**config.mk**
```make
export PLATFORM = sky130hd
export DESIGN_NAME = axis_width_upsizer
export DESIGN_NICKNAME = d
export VERILOG_FILES = /design/src/rtl/axis_pkg.sv /design/src/rtl/axis_out_slice.sv /design/src/rtl/axis_width_upsizer.sv
export SDC_FILE = /design/constraint.sdc
export NUM_CORES = 1
export LEC_CHECK = 0
export CAP_MARGIN = 0
export CORE_ASPECT_RATIO = 1.1
export CORE_MARGIN = 3
export CORE_UTILIZATION = 40
export CTS_CLUSTER_DIAMETER = 30
export DETAILED_ROUTE_END_ITERATION = 7
export HOLD_SLACK_MARGIN = 0.15
export SKIP_CTS_REPAIR_TIMING = 1
export SLEW_MARGIN = 30
export SYNTH_ARGS = -nofsm -noshare
export SYNTH_HDL_FRONTEND = slang
export SYNTH_SLANG_ARGS = --single-unit
```
**constraint.sdc**
```tcl
create_clock -name axis_aclk -period 4.7 [get_ports axis_aclk]
set_input_delay 0.94 -clock axis_aclk [delete_from_list [all_inputs] [get_ports axis_aclk]]
set_output_delay 0.94 -clock axis_aclk [all_outputs]
set_load 0.01 [all_outputs]
```
**src/rtl/axis_pkg.sv**
```systemverilog
// -----------------------------------------------------------------------------
// axis_pkg
// Shared definitions for the AXI-Stream width upsizer and its output slice.
//   AXIS_BYTE        : bits per byte lane
//   AXIS_DATA_WIDTH  : default packed word width
//   upsizer_state_e  : upsizer FSM states (COLLECT, STALL)
//   strb_width()     : number of strobe bits for a given data width
// -----------------------------------------------------------------------------
package axis_pkg;

    localparam int AXIS_BYTE       = 8;
    localparam int AXIS_DATA_WIDTH = 32;

    typedef enum logic [0:0] {
        COLLECT = 1'b0,
        STALL   = 1'b1
    } upsizer_state_e;

    function automatic int strb_width(input int data_width);
        return data_width / AXIS_BYTE;
    endfunction

endpackage

```
**src/rtl/axis_out_slice.sv**
```systemverilog
// -----------------------------------------------------------------------------
// axis_out_slice
// One-word registered AXI-Stream output stage. A load writes a word and raises
// tvalid; a handshake without a coincident load clears tvalid. The word stays
// stable while tvalid=1 and tready=0. The producer must only load when the slot
// is free (!tvalid || tready).
// Ports:
//   axis_aclk, axis_areset : clock, synchronous active-high reset
//   load, load_data, load_strb, load_last : word to capture this edge
//   tready                 : downstream accept
//   tvalid, tdata, tstrb, tlast : registered stream outputs
// -----------------------------------------------------------------------------
module axis_out_slice import axis_pkg::*; #(
    parameter int DATA_WIDTH = AXIS_DATA_WIDTH,
    parameter int STRB_WIDTH = strb_width(AXIS_DATA_WIDTH)
) (
    input  logic                  axis_aclk,
    input  logic                  axis_areset,
    input  logic                  load,
    input  logic [DATA_WIDTH-1:0] load_data,
    input  logic [STRB_WIDTH-1:0] load_strb,
    input  logic                  load_last,
    input  logic                  tready,
    output logic                  tvalid,
    output logic [DATA_WIDTH-1:0] tdata,
    output logic [STRB_WIDTH-1:0] tstrb,
    output logic                  tlast
);

    logic                  valid_r;
    logic [DATA_WIDTH-1:0] data_r;
    logic [STRB_WIDTH-1:0] strb_r;
    logic                  last_r;

    // Output word register with valid/ready hold behaviour.
    always_ff @(posedge axis_aclk) begin
        if (axis_areset) begin
            valid_r <= 1'b0;
            data_r  <= {DATA_WIDTH{1'b0}};
            strb_r  <= {STRB_WIDTH{1'b0}};
            last_r  <= 1'b0;
        end else if (load) begin
            valid_r <= 1'b1;
            data_r  <= load_data;
            strb_r  <= load_strb;
            last_r  <= load_last;
        end else if (valid_r && tready) begin
            valid_r <= 1'b0;
        end
    end

    assign tvalid = valid_r;
    assign tdata  = data_r;
    assign tstrb  = strb_r;
    assign tlast  = last_r;

endmodule

```
**src/rtl/axis_width_upsizer.sv**
```systemverilog
// -----------------------------------------------------------------------------
// axis_width_upsizer
// Packs narrow AXI-Stream beats little-endian into DATA_WIDTH words with
// per-byte tstrb; tlast closes a (possibly partial) word so packet boundaries
// are preserved. Unfilled lanes carry tdata=0 and tstrb=0.
// Ports:
//   axis_aclk, axis_areset       : clock, synchronous active-high reset
//   s00_axis_t{data,strb,valid,last,ready} : narrow input stream
//   m00_axis_t{data,strb,valid,last,ready} : wide output stream
//   s00_axis_flush               : only with AXIS_UPSIZER_FLUSH_EN defined;
//                                  closes a non-empty partial word with tlast=0
// Optional build macro: AXIS_UPSIZER_FLUSH_EN
// -----------------------------------------------------------------------------
module axis_width_upsizer import axis_pkg::*; #(
    parameter int IN_WIDTH   = AXIS_BYTE,
    parameter int DATA_WIDTH = AXIS_DATA_WIDTH
) (
    input  logic                    axis_aclk,
    input  logic                    axis_areset,
    input  logic [IN_WIDTH-1:0]     s00_axis_tdata,
    input  logic [IN_WIDTH/8-1:0]   s00_axis_tstrb,
    input  logic                    s00_axis_tvalid,
    input  logic                    s00_axis_tlast,
    output logic                    s00_axis_tready,
    output logic [DATA_WIDTH-1:0]   m00_axis_tdata,
    output logic [DATA_WIDTH/8-1:0] m00_axis_tstrb,
    output logic                    m00_axis_tvalid,
    output logic                    m00_axis_tlast,
    input  logic                    m00_axis_tready
`ifdef AXIS_UPSIZER_FLUSH_EN
    ,
    input  logic                    s00_axis_flush
`endif
);

    // RATIO must be at least 2; a 1:1 configuration is not a width change.
    localparam int RATIO    = DATA_WIDTH / IN_WIDTH;
    localparam int CNT_W    = $clog2(RATIO);
    localparam int IN_STRB  = strb_width(IN_WIDTH);
    localparam int OUT_STRB = strb_width(DATA_WIDTH);

    upsizer_state_e        state_r, state_nxt_s;
    logic [CNT_W-1:0]      cnt_r, cnt_nxt_s;
    logic [DATA_WIDTH-1:0] acc_data_r, acc_data_nxt_s;
    logic [OUT_STRB-1:0]   acc_strb_r, acc_strb_nxt_s;
    logic                  acc_last_r, acc_last_nxt_s;
    logic                  s_tready_r;

    logic                  beat_s;
    logic                  word_end_s;
    logic                  slot_free_s;
    logic [DATA_WIDTH-1:0] beat_data_s;
    logic [OUT_STRB-1:0]   beat_strb_s;
    logic                  load_s;
    logic [DATA_WIDTH-1:0] load_data_s;
    logic [OUT_STRB-1:0]   load_strb_s;
    logic                  load_last_s;

    assign beat_s      = s00_axis_tvalid && s_tready_r;
    assign word_end_s  = (cnt_r == CNT_W'(RATIO - 1)) || s00_axis_tlast;
    assign slot_free_s = !m00_axis_tvalid || m00_axis_tready;

    // The accumulator is zero above the current lane, so OR-ing in the shifted
    // beat both places it and keeps unfilled lanes at zero.
    assign beat_data_s = acc_data_r | (DATA_WIDTH'(s00_axis_tdata) << (int'(cnt_r) * IN_WIDTH));
    assign beat_strb_s = acc_strb_r | (OUT_STRB'(s00_axis_tstrb) << (int'(cnt_r) * IN_STRB));

    // Next-state, accumulator update and output-slice load decisions.
    always_comb begin
        state_nxt_s    = state_r;
        cnt_nxt_s      = cnt_r;
        acc_data_nxt_s = acc_data_r;
        acc_strb_nxt_s = acc_strb_r;
        acc_last_nxt_s = acc_last_r;
        load_s         = 1'b0;
        load_data_s    = beat_data_s;
        load_strb_s    = beat_strb_s;
        load_last_s    = s00_axis_tlast;
        case (state_r)
            COLLECT: begin
                if (beat_s && word_end_s) begin
                    if (slot_free_s) begin
                        load_s         = 1'b1;
                        cnt_nxt_s      = {CNT_W{1'b0}};
                        acc_data_nxt_s = {DATA_WIDTH{1'b0}};
                        acc_strb_nxt_s = {OUT_STRB{1'b0}};
                        acc_last_nxt_s = 1'b0;
                    end else begin
                        acc_data_nxt_s = beat_data_s;
                        acc_strb_nxt_s = beat_strb_s;
                        acc_last_nxt_s = s00_axis_tlast;
                        state_nxt_s    = STALL;
                    end
                end else if (beat_s) begin
                    acc_data_nxt_s = beat_data_s;
                    acc_strb_nxt_s = beat_strb_s;
                    cnt_nxt_s      = cnt_r + CNT_W'(1);
                end
`ifdef AXIS_UPSIZER_FLUSH_EN
                // A flush only acts on a cycle without an accepted beat, which
                // defers a coincident flush to the next idle cycle.
                else if (s00_axis_flush && (cnt_r != {CNT_W{1'b0}})) begin
                    load_data_s = acc_data_r;
                    load_strb_s = acc_strb_r;
                    load_last_s = 1'b0;
                    if (slot_free_s) begin
                        load_s         = 1'b1;
                        cnt_nxt_s      = {CNT_W{1'b0}};
                        acc_data_nxt_s = {DATA_WIDTH{1'b0}};
                        acc_strb_nxt_s = {OUT_STRB{1'b0}};
                        acc_last_nxt_s = 1'b0;
                    end else begin
                        acc_last_nxt_s = 1'b0;
                        state_nxt_s    = STALL;
                    end
                end
`endif
                else begin
                    state_nxt_s = COLLECT;
                end
            end
            STALL: begin
                load_data_s = acc_data_r;
                load_strb_s = acc_strb_r;
                load_last_s = acc_last_r;
                if (slot_free_s) begin
                    load_s         = 1'b1;
                    cnt_nxt_s      = {CNT_W{1'b0}};
                    acc_data_nxt_s = {DATA_WIDTH{1'b0}};
                    acc_strb_nxt_s = {OUT_STRB{1'b0}};
                    acc_last_nxt_s = 1'b0;
                    state_nxt_s    = COLLECT;
                end else begin
                    state_nxt_s = STALL;
                end
            end
            default: begin
                state_nxt_s    = COLLECT;
                cnt_nxt_s      = {CNT_W{1'b0}};
                acc_data_nxt_s = {DATA_WIDTH{1'b0}};
                acc_strb_nxt_s = {OUT_STRB{1'b0}};
                acc_last_nxt_s = 1'b0;
            end
        endcase
    end

    // State, counter, accumulator and registered input-ready.
    always_ff @(posedge axis_aclk) begin
        if (axis_areset) begin
            state_r    <= COLLECT;
            cnt_r      <= {CNT_W{1'b0}};
            acc_data_r <= {DATA_WIDTH{1'b0}};
            acc_strb_r <= {OUT_STRB{1'b0}};
            acc_last_r <= 1'b0;
            s_tready_r <= 1'b0;
        end else begin
            state_r    <= state_nxt_s;
            cnt_r      <= cnt_nxt_s;
            acc_data_r <= acc_data_nxt_s;
            acc_strb_r <= acc_strb_nxt_s;
            acc_last_r <= acc_last_nxt_s;
            s_tready_r <= (state_nxt_s == COLLECT);
        end
    end

    assign s00_axis_tready = s_tready_r;

    axis_out_slice #(
        .DATA_WIDTH (DATA_WIDTH),
        .STRB_WIDTH (OUT_STRB)
    ) u_out_slice (
        .axis_aclk   (axis_aclk),
        .axis_areset (axis_areset),
        .load        (load_s),
        .load_data   (load_data_s),
        .load_strb   (load_strb_s),
        .load_last   (load_last_s),
        .tready      (m00_axis_tready),
        .tvalid      (m00_axis_tvalid),
        .tdata       (m00_axis_tdata),
        .tstrb       (m00_axis_tstrb),
        .tlast       (m00_axis_tlast)
    );

endmodule

```
==> impl_metrics.csv <==
group,metric,value,unit
run_status,status,"completed",
cells_and_area,final_common_cell,"dfxtp_1",
timing,clock_skew,0.00732,ns
power,power,1370,µW
timing,rsz0062_at_grt,"no",
cells_and_area,mostFrequentLayoutCells,"dfxtp_1 (79), nor2_1 (67), clkdlybuf4s50_1 (51), a31oi_1 (34), a211oi_2 (30)",
yosys,ys_ff_latch,79,
timing,finalCritPeriodShare,56.5,%
timing,finalHoldViolCount,0,
cells_and_area,drive_gt1_share,15.5,%
route,drc,0,
floorplanning,die-area,0.00897,mm²
clocking,cts.sinks,79,
floorplanning,dieWidth,90.6,µm
setup_path,worst_r2r_startpoint,"cnt_r[0]",
yosys,synth.distinct_cells,33,
floorplanning,io_pins,53,
route,dr.pass1.iters,4,
setup_path,cp.arrival,2.92,ns
yosys,synth.net_count,337,
min_path,worstHoldEndpoint,"acc_strb_r[1]",
setup_path,worst_path_max_delay_cell,"buf_4",
job,cap_violations,0,
yosys,syn_inst,322,
timing,slew_viol_final,0,
route,wirelength,7380,µm
setup_path,cp-start-kind,"input port",
placed_design,dp_hpwl,4810,µm
min_path,hold_start,"acc_strb_r[1]",
setup_path,critPathBufInv,2,
cells_and_area,synthToLayoutAreaGrowth,23.3,%
yosys,postSynth.asyncResetShare,0,%
setup_path,worst-path-max-fanout,74,
setup_path,cp_data_required_time,4.97,ns
clocking,h-tree-depth,3,
global_routing,track_usage,17.1,%
yosys,avgSynthCellArea,9.78,µm²
setup_path,regToRegSetupSlack,2.22,ns
yosys,netlist_area,0.00315,mm²
clocking,cts_inserted_buffers,9,
route,antenna_left,0,
yosys,synth-edff-count,0,
clocking,cts.clk_slew.worst_paths,0.08,ns
global_routing,grt_pass1_vias,2402,
placed_design,dp_slack,1.72,ns
setup_path,crit_chain,"clkdlybuf4s50_1 -> o211ai_2 -> a21oi_4 -> buf_4 -> nor2_1 -> a211oi_2",
setup_path,critPathMaxStageDelay,0.66,ns
setup_path,crit_family,"buffers and inverters",
global_routing,grt_pass1_wl,12300,µm
timing,setup_tns,0,ns
timing,slew-limit-headroom,41.9,%
clocking,clock_latency,0.35,ns
yosys,ys.flop_type,"dfxtp_1",
floorplanning,fp-row-count,33,
power,powerDensity,352,mW/mm²
min_path,hold_class,"reg -> reg",
cells_and_area,fin_nets,377,
route,drt-vias-per-instance,5.35,
cells_and_area,num-fill-cells,743,
timing,tightestPinTransition,0.871,ns
floorplanning,core_area,0.00756,mm²
setup_path,cp-end-kind,"flop",
setup_path,crit_start,"s00_axis_tlast",
global_routing,gr-total-overflow,0,
yosys,seq_area_frac_synth,50.2,%
cells_and_area,diodes,0,
timing,max_freq,0.377,GHz
clocking,cts_tree,"built",
setup_path,rr_endpoint,"u_out_slice.tstrb[0]",
yosys,yosys_warnings,0,
placed_design,io_buffers,52,
min_path,min_path_cells,1,
floorplanning,die_h,99.0,µm
timing,fin_crit,2.65,ns
clocking,cts.path.max_buffers,2,
route,wire_per_inst,15.6,µm
global_routing,grt_start_max_net_pins,75,
timing,whs,0.469,ns
route,num_vias,2525,
route,drt_iter0_drc,165,
global_routing,antenna_found_initial,0,
timing,setup_slack,2.05,ns
setup_path,crit_type,"in -> reg",
floorplanning,initial_core_util,41.7,%
timing,final-setup-viol-count,0,
placed_design,place.gp.congestion,0.801,
clocking,cts_root_buf,"clkbuf_8",
setup_path,rr_worst_depth,6,
power,power_leakage,0.00128,µW
power,ir_worst_vdd,0.150,mV
-- flip-flops by register name (all words and copies together) (netlist names) --
| name | count |
|---|---|
| acc_data_r | 32 |
| acc_last_r | 1 |
| acc_strb_r | 4 |
| cnt_r | 2 |
| s00_axis_tready | 1 |
| state_r | 1 |
| u_out_slice.tdata | 32 |
| u_out_slice.tlast | 1 |
| u_out_slice.tstrb | 4 |
| u_out_slice.tvalid | 1 |
-- layer usage --
layer  wire (µm)  vias up  global-route usage (%)  part of all wire, %
li1            -     1250                       -                    -
met1        3690     1203                    24.1                   50
met2        3260       68                    25.6                   44
met3         370        4                    3.36                  5.0
met4          63        0                    7.42                 0.85
met5           0        -                       0                    0
-- layout make-up --
| cell class | instances | area (µm²) | area share [%] |
|---|---|---|---|
| clock buffers | 11 | 141 | 3.64 |
| clock inverters | 5 | 56.3 | 1.45 |
| inverters | 1 | 3.75 | 0.0967 |
| multi-input cells | 214 | 1410 | 36.4 |
| flip-flops and latches | 79 | 1580 | 40.7 |
| well taps | 105 | 131 | 3.38 |
| repair buffers | 57 | 553 | 14.2 |
-- Yosys cell counts, drive strengths merged (2+ instances only) --
| cell | n | share of area, % |
|---|---|---|
| mux2i | 3 | 1.1 |
| nor2b | 12 | 2.6 |
| clkbuf | 7 | 0.83 |
| a31oi | 34 | 6.8 |
| nand2 | 2 | 0.24 |
| nand2b | 3 | 0.60 |
| dfxtp | 79 | 50 |
| a21oi | 29 | 4.7 |
| a32o | 3 | 0.95 |
| buf | 21 | 4.1 |
| nand3 | 2 | 0.32 |
| a22o | 9 | 2.5 |
| o32ai | 2 | 0.56 |
| nor3 | 2 | 0.32 |
| nor2 | 68 | 8.2 |
| a211oi | 37 | 14 |
-- stage by stage --
| stage | area [µm²] | util (%) | cells |
|---|---|---|---|
| after floorplan | 3150 | - | 322 |
| after detailed placement | 3680 | 48.7 | 456 |
| after CTS | 3880 | 51.4 | 472 |
| after global routing | 3880 | 51.4 | 472 |
| final | 3880 | 51.4 | 472 |
| after global placement | 3680 | 48.7 | 456 |
-- worst max-delay path by stage --
stage	slack, ns	depth (start not counted)	endpoint
floorplan	2.85	5	u_out_slice.tdata[14]
global placement	1.80	6	u_out_slice.tdata[2]
detailed placement	1.72	6	u_out_slice.tdata[8]
CTS	2.08	6	u_out_slice.tdata[8]
global route	1.85	6	u_out_slice.tdata[23]
finish	2.05	6	u_out_slice.tstrb[0]
-- kinds of logic (layout without fill, tap and decap cells) --
family	count (synthesis)	count (layout)	synth area share (%)
compound gates	118	118	30.3
simple gates	92	92	12.9
flops	79	79	50.2
buf+inv	29	74	5.09
mux	3	3	1.07
fa+ha+maj	1	1	0.397
-- report_power, final --
part / switching, µW / leakage (µW) / internal [µW]
clock: 241 / 0.0000997 / 260
sequential: 13.8 / 0.000642 / 692
combinational: 89.4 / 0.000534 / 70.4
total: 344 / 0.00128 / 1020
Note: power is estimated with default switching activity, not from simulation.
